==> src/rtl/midi_voice_scheduler_pkg.sv <==
// Shared MIDI constants and the parser-to-allocator event payload.
package midi_voice_scheduler_pkg;

  // Status nibbles of the channel messages the parser distinguishes
  localparam logic [3:0] STS_NOTE_OFF = 4'h8;
  localparam logic [3:0] STS_NOTE_ON  = 4'h9;
  localparam logic [3:0] STS_CC       = 4'hB;
  localparam logic [3:0] STS_PROG     = 4'hC;
  localparam logic [3:0] STS_CHPRESS  = 4'hD;

  // Bytes at or above RT_MIN are real-time; SYS_MIN..RT_MIN-1 are system common/exclusive
  localparam logic [7:0] RT_MIN  = 8'hF8;
  localparam logic [7:0] SYS_MIN = 8'hF0;

  // Controller numbers that release every voice
  localparam logic [6:0] CC_ALL_SOUND_OFF = 7'd120;
  localparam logic [6:0] CC_ALL_NOTES_OFF = 7'd123;

  typedef enum logic [1:0] {
    EVT_NONE    = 2'd0,
    EVT_ON      = 2'd1,
    EVT_OFF     = 2'd2,
    EVT_ALL_OFF = 2'd3
  } evt_e;

  typedef struct packed {
    evt_e       evt;
    logic [6:0] note;
    logic [6:0] vel;
  } midi_evt_t;

endpackage

==> src/rtl/midi_voice_scheduler_msg_parser.sv <==
// MIDI byte-stream parser: running status, real-time passthrough, one registered event per message.
module midi_voice_scheduler_msg_parser
  import midi_voice_scheduler_pkg::*;
#(
  parameter int unsigned MIDI_CHANNEL = 0,
  parameter int unsigned OMNI         = 0
) (
  input  logic       clk,
  input  logic       rst,
  input  logic [7:0] rx_data,
  input  logic       rx_valid,
  output midi_evt_t  evt
);

  typedef enum logic [1:0] {
    ST_IDLE = 2'd0,
    ST_D1   = 2'd1,
    ST_D2   = 2'd2
  } pstate_e;

  pstate_e    state;
  logic [7:0] status;
  logic [6:0] d1;
  logic       ch_ok_c;
  logic       one_byte_c;
  midi_evt_t  dec_c;

  assign ch_ok_c    = (OMNI != 0) || (status[3:0] == 4'(MIDI_CHANNEL));
  assign one_byte_c = (status[7:4] == STS_PROG) || (status[7:4] == STS_CHPRESS);

  // Decode the completed two-byte message held in status/d1 plus the current data byte
  always_comb begin
    dec_c.evt  = EVT_NONE;
    dec_c.note = d1;
    dec_c.vel  = rx_data[6:0];
    if (ch_ok_c) begin
      case (status[7:4])
        STS_NOTE_ON:  dec_c.evt = (rx_data[6:0] != 7'd0) ? EVT_ON : EVT_OFF;
        STS_NOTE_OFF: dec_c.evt = EVT_OFF;
        STS_CC: begin
          if ((d1 == CC_ALL_NOTES_OFF) || (d1 == CC_ALL_SOUND_OFF)) dec_c.evt = EVT_ALL_OFF;
        end
        default: dec_c.evt = EVT_NONE;
      endcase
    end
  end

  // Parser state machine; the event register defaults to NONE so events last one cycle
  always_ff @(posedge clk) begin
    if (rst) begin
      state    <= ST_IDLE;
      status   <= 8'h00;
      d1       <= 7'd0;
      evt.evt  <= EVT_NONE;
      evt.note <= 7'd0;
      evt.vel  <= 7'd0;
    end else begin
      evt.evt <= EVT_NONE;
      if (rx_valid) begin
        if (rx_data >= RT_MIN) begin
          state <= state;
        end else if (rx_data >= SYS_MIN) begin
          state  <= ST_IDLE;
          status <= 8'h00;
        end else if (rx_data[7]) begin
          status <= rx_data;
          state  <= ST_D1;
        end else begin
          case (state)
            ST_D1: begin
              d1    <= rx_data[6:0];
              state <= one_byte_c ? ST_D1 : ST_D2;
            end
            ST_D2: begin
              evt   <= dec_c;
              state <= ST_D1;
            end
            default: state <= ST_IDLE;
          endcase
        end
      end
    end
  end

endmodule

==> src/rtl/midi_voice_scheduler.sv <==
// Voice allocator: maps parsed note events onto NUM_VOICES slots (retrigger, free-first, oldest-steal).
module midi_voice_scheduler
  import midi_voice_scheduler_pkg::*;
#(
  parameter int unsigned NUM_VOICES   = 4,
  parameter int unsigned MIDI_CHANNEL = 0,
  parameter int unsigned OMNI         = 0,
  parameter int unsigned AGE_W        = 4
) (
  input  logic                    clk,
  input  logic                    rst,
  input  logic [7:0]              rx_data,
  input  logic                    rx_valid,
  input  logic                    panic,
  output logic [NUM_VOICES-1:0]   voice_gate,
  output logic [NUM_VOICES-1:0]   voice_trig,
  output logic [7*NUM_VOICES-1:0] voice_note,
  output logic [7*NUM_VOICES-1:0] voice_vel,
  output logic                    steal
);

  localparam int unsigned IDX_W = (NUM_VOICES > 1) ? $clog2(NUM_VOICES) : 1;
  localparam logic [AGE_W-1:0] AGE_MAX = '1;

  midi_evt_t        evt;
  logic [6:0]       note_q [NUM_VOICES];
  logic [6:0]       vel_q  [NUM_VOICES];
  logic [AGE_W-1:0] age_q  [NUM_VOICES];

  logic             hit_c;
  logic             free_c;
  logic [IDX_W-1:0] hit_idx_c;
  logic [IDX_W-1:0] free_idx_c;
  logic [IDX_W-1:0] old_idx_c;
  logic [AGE_W-1:0] old_age_c;
  logic [IDX_W-1:0] tgt_idx_c;

  midi_voice_scheduler_msg_parser #(
    .MIDI_CHANNEL (MIDI_CHANNEL),
    .OMNI         (OMNI)
  ) u_parser (
    .clk      (clk),
    .rst      (rst),
    .rx_data  (rx_data),
    .rx_valid (rx_valid),
    .evt      (evt)
  );

  // Find same-note active voice, lowest free voice and oldest voice (ties to lowest index)
  always_comb begin
    hit_c      = 1'b0;
    hit_idx_c  = '0;
    free_c     = 1'b0;
    free_idx_c = '0;
    old_idx_c  = '0;
    old_age_c  = age_q[0];
    for (int unsigned i = 0; i < NUM_VOICES; i++) begin
      if (voice_gate[i] && (note_q[i] == evt.note) && !hit_c) begin
        hit_c     = 1'b1;
        hit_idx_c = IDX_W'(i);
      end
      if (!voice_gate[i] && !free_c) begin
        free_c     = 1'b1;
        free_idx_c = IDX_W'(i);
      end
      if (age_q[i] > old_age_c) begin
        old_age_c = age_q[i];
        old_idx_c = IDX_W'(i);
      end
    end
    tgt_idx_c = hit_c ? hit_idx_c : (free_c ? free_idx_c : old_idx_c);
  end

  // Voice register array; panic and all-off take precedence over any pending event
  always_ff @(posedge clk) begin
    if (rst) begin
      voice_gate <= '0;
      voice_trig <= '0;
      steal      <= 1'b0;
      for (int unsigned i = 0; i < NUM_VOICES; i++) begin
        note_q[i] <= 7'd0;
        vel_q[i]  <= 7'd0;
        age_q[i]  <= '0;
      end
    end else begin
      voice_trig <= '0;
      steal      <= 1'b0;
      if (panic || (evt.evt == EVT_ALL_OFF)) begin
        voice_gate <= '0;
        for (int unsigned i = 0; i < NUM_VOICES; i++) age_q[i] <= '0;
      end else if (evt.evt == EVT_ON) begin
        steal <= !hit_c && !free_c;
        for (int unsigned i = 0; i < NUM_VOICES; i++) begin
          if (IDX_W'(i) == tgt_idx_c) begin
            note_q[i]     <= evt.note;
            vel_q[i]      <= evt.vel;
            age_q[i]      <= '0;
            voice_gate[i] <= 1'b1;
            voice_trig[i] <= 1'b1;
          end else if (voice_gate[i] && (age_q[i] != AGE_MAX)) begin
            age_q[i] <= age_q[i] + AGE_W'(1);
          end
        end
      end else if (evt.evt == EVT_OFF) begin
        for (int unsigned i = 0; i < NUM_VOICES; i++) begin
          if (voice_gate[i] && (note_q[i] == evt.note)) voice_gate[i] <= 1'b0;
        end
      end
    end
  end

  // Flatten per-voice note/velocity registers onto the output buses
  for (genvar g = 0; g < int'(NUM_VOICES); g++) begin : g_flat
    assign voice_note[7*g +: 7] = note_q[g];
    assign voice_vel[7*g +: 7]  = vel_q[g];
  end

endmodule
==> config.mk <==
export PLATFORM = sky130hd
export DESIGN_NAME = midi_voice_scheduler
export DESIGN_NICKNAME = d
export VERILOG_FILES = /design/src/rtl/midi_voice_scheduler_pkg.sv /design/src/rtl/midi_voice_scheduler_msg_parser.sv /design/src/rtl/midi_voice_scheduler.sv
export SDC_FILE = /design/constraint.sdc
export NUM_CORES = 1
export LEC_CHECK = 0
export CORE_MARGIN = 3
export CORE_UTILIZATION = 47
export CTS_BUF_LIST = sky130_fd_sc_hd__clkbuf_4 sky130_fd_sc_hd__clkbuf_8
export CTS_CLUSTER_SIZE = 30
export DETAILED_ROUTE_END_ITERATION = 8
export HOLD_SLACK_MARGIN = 0.1
export PLACE_DENSITY_LB_ADDON = 0.05
export SYNTH_ARGS = -nofsm -noshare
export SYNTH_HDL_FRONTEND = slang
export SYNTH_SLANG_ARGS = --single-unit
export TNS_END_PERCENT = 20
==> constraint.sdc <==
create_clock -name clk -period 5.3 [get_ports clk]
set_input_delay 1.06 -clock clk [delete_from_list [all_inputs] [get_ports clk]]
set_output_delay 1.06 -clock clk [all_outputs]
set_load 0.1 [all_outputs]
==> metrics.yaml <==
io-pin-count: 77
initial_core_util_pct: 49.4
crit_required_ps: 5420
hold_depth: 2
antenna_cells: 0
placed_area_um2: 6340
synth.cell_area_um2: 5500
synth-edff-count: 68
fin_area_um2: 6770
timing.critical_path.to_type: "flop"
worst-path-max-fanout: 17
cts_tree: "done"
hold_viol: 0
synth_area_leaders: "edfxtp_1 (37%), dfxtp_1 (17%), and2_1 (5.1%), ha_1 (4.6%), nand2_1 (4.0%)"
final_util_pct: 60.9
grt_overflow: 0
ys_seq_area_share_pct: 53.9
ir_worst_vdd_v: 0.000202
layout_common_cells: "clkdlybuf4s50_1 (76), edfxtp_1 (68), nand2_1 (58)"
hp-class: "flop to flop"
clock_latency_ps: 430
grt_max_degree: 33
cts_buffers: 17
ys_warn_count: 0
htree_levels: 4
rsz0062_at_grt: "false"
dr.pass1.iters: 5
crit_path_frequent_cell: "ha_1"
vias: 4054
ys_ff_latch: 114
drc: 0
arrival_ps: 5030
cp_top_family: "compound AO/OA/AOI/OAI gates"
ys.flop_type: "edfxtp_1"
detail_route.wl_per_cell_um: 16.7
die-area_um2: 13000
grt_pass1_wl_mm: 20.3
cts_root_buf: "clkbuf_8"
reg2regPathDepth: 20
fmax_mhz: 204
final_common_cell: "clkdlybuf4s50_1"
synth_cell_types: 60
fin_nets: 625
status: "complete, no violations"
max-slew-margin-rel_pct: 32.4
p_leak_nw: 2.50
port_buffers: 76
crit_path_start_kind: "flop"
max_stage_delay_ps: 520
path_clk_slew_ps: 70
antenna_found_initial: 0
crit_cells: 20
clkSinkCount: 114
die_h_um: 114
synthArstFlopShare_pct: 0
gp_congestion: 0.847
drt_iter0_drc: 236
setup_viol: 0
core_um2: 11100
critPathKind: "flop to flop"
finalClockSkew_ps: 12.7
rows: 38
synth.avg_cell_area_um2: 10.7
area_growth_pct: 23.2
hold_buffers: 0
path_cells: "inv_1 -> ha_1 -> nor2b_1 -> o21ai_1 -> a21oi_2 -> mux2i_1 -> ha_1 -> nand4_1 -> o21ai_0 -> a21o_1 -> nand2_1 -> o21ai_0 -> ha_1 -> nor2b_1 -> o211ai_1 -> a21oi_1 -> o311ai_2 -> a21oi_4 -> and3_1 -> nand3b_1"
synth_top_area_cell: "edfxtp_1"
grt_pass1_vias: 3969
synth_top_area_share_pct: 37.2
cp_num_buf_inv: 1
worst_slew_pin_slew_ps: 1010
finalWirelength_mm: 12.4
hold_ws_ps: 472
slew_violations: 0
synth_cells: 513
ant_nets: 0
post-route-min-period_ps: 4910
drive_gt1_share_pct: 9.90
syn-num-nets: 545
max-cap-violations: 0
place.detailed.hpwl_mm: 9.27
critPathSlowestCell: "and3_1"
finalSetupTns_ps: 0
via_per_inst: 5.43
min_period_over_period_pct: 92.6
clockBufferDepth: 2
power.density_nw_per_um2: 311
track_usage_pct: 20.4
dieWidth_um: 114
==> worst min-delay path, delay by kind of cell (launching register included) <==
kind               cells  cell delay [ps]
DFF                    1              320
and+or+nand+nor        1               60
AOI/OAI and AO/OA      1               50
==> through the flow <==
stage               instances  worst slack [ps]  power, W
detailed placement        712               364   0.00131
global placement          712               558   0.00130
floorplan                 513               200   0.00123
finish                    746               392   0.00210
CTS                       744               341   0.00212
global route              746              3.99   0.00218
==> registers in the layout, indices dropped and copies added, names as in the netlist, 4 cells and up <==
signal and flops:
age_q 16, u_parser.evt 16, vel_q 28, u_parser.status 8, voice_gate 4, voice_trig 4, note_q 28, u_parser.d1 7
==> worst paths after layout <==
kind / startpoint / end / slack, ps
min reg2reg: u_parser.d1[6] / u_parser.evt[13] / 470
max reg2reg: age_q[0][1] / age_q[2][0] / 390
min: u_parser.d1[6] / u_parser.evt[13] / 470
max: age_q[0][1] / age_q[2][0] / 390
==> cell type report <==
| class | instances | area (um2) |
|---|---|---|
| Clock inverter | 6 | 81.3 |
| Clock buffer | 26 | 320 |
| Timing Repair Buffer | 86 | 836 |
| Sequential cell | 114 | 2960 |
| Fill cell | 956 | 4360 |
| Multi-Input combinational cell | 357 | 2330 |
| Inverter | 17 | 63.8 |
| Tap cell | 140 | 175 |
==> report_power, final <==
group          switching (W)  internal (W)  total (W)  leakage (nW)
Clock               0.000330      0.000485   0.000815         0.216
Sequential         0.0000212      0.000965   0.000986          1.05
Combinational       0.000223     0.0000796   0.000303          1.23
Total               0.000575       0.00153    0.00210          2.50
==> cell families (layout without fill, tap and decap cells) <==
logic type	after synthesis	count (layout)	share of synthesized area, %
XOR/XNOR	35	35	5.58
AO/OA/AOI/OAI	80	80	9.79
multiplexers	5	5	0.934
adder cells (fa/ha/maj)	20	20	4.55
buffers and inverters	42	135	4.01
AND/OR/NAND/NOR	217	217	21.2
flip-flops	114	114	53.9
==> per-layer routing <==
| layer | GRT usage (%) | share of wire, % | up-vias |
|---|---|---|---|
| met5 | 0 | 0 | - |
| met4 | 9.03 | 2.0 | 0 |
| met3 | 4.28 | 6.0 | 20 |
| met2 | 32.4 | 47 | 127 |
| met1 | 27.1 | 45 | 1925 |
| li1 | - | - | 1982 |
==> Yosys cell counts, drive strengths merged, types with 8 or more instances <==
library cell	count
a22oi	8
a21oi	37
o21ai	13
and2	45
dfxtp	46
nor2	35
clkbuf	13
buf	12
xor2	17
inv	17
xnor2	18
and3	19
nand4	10
edfxtp	68
ha	20
nand3	23
nand2	59
==> repair_timing <==
item / in CTS / in global routing
setup buffers: 0 / 2
endpoints found under the setup margin: 0 / 26
resized for setup: 0 / 2
No activity file was read; power rests on OpenSTA's default activity.
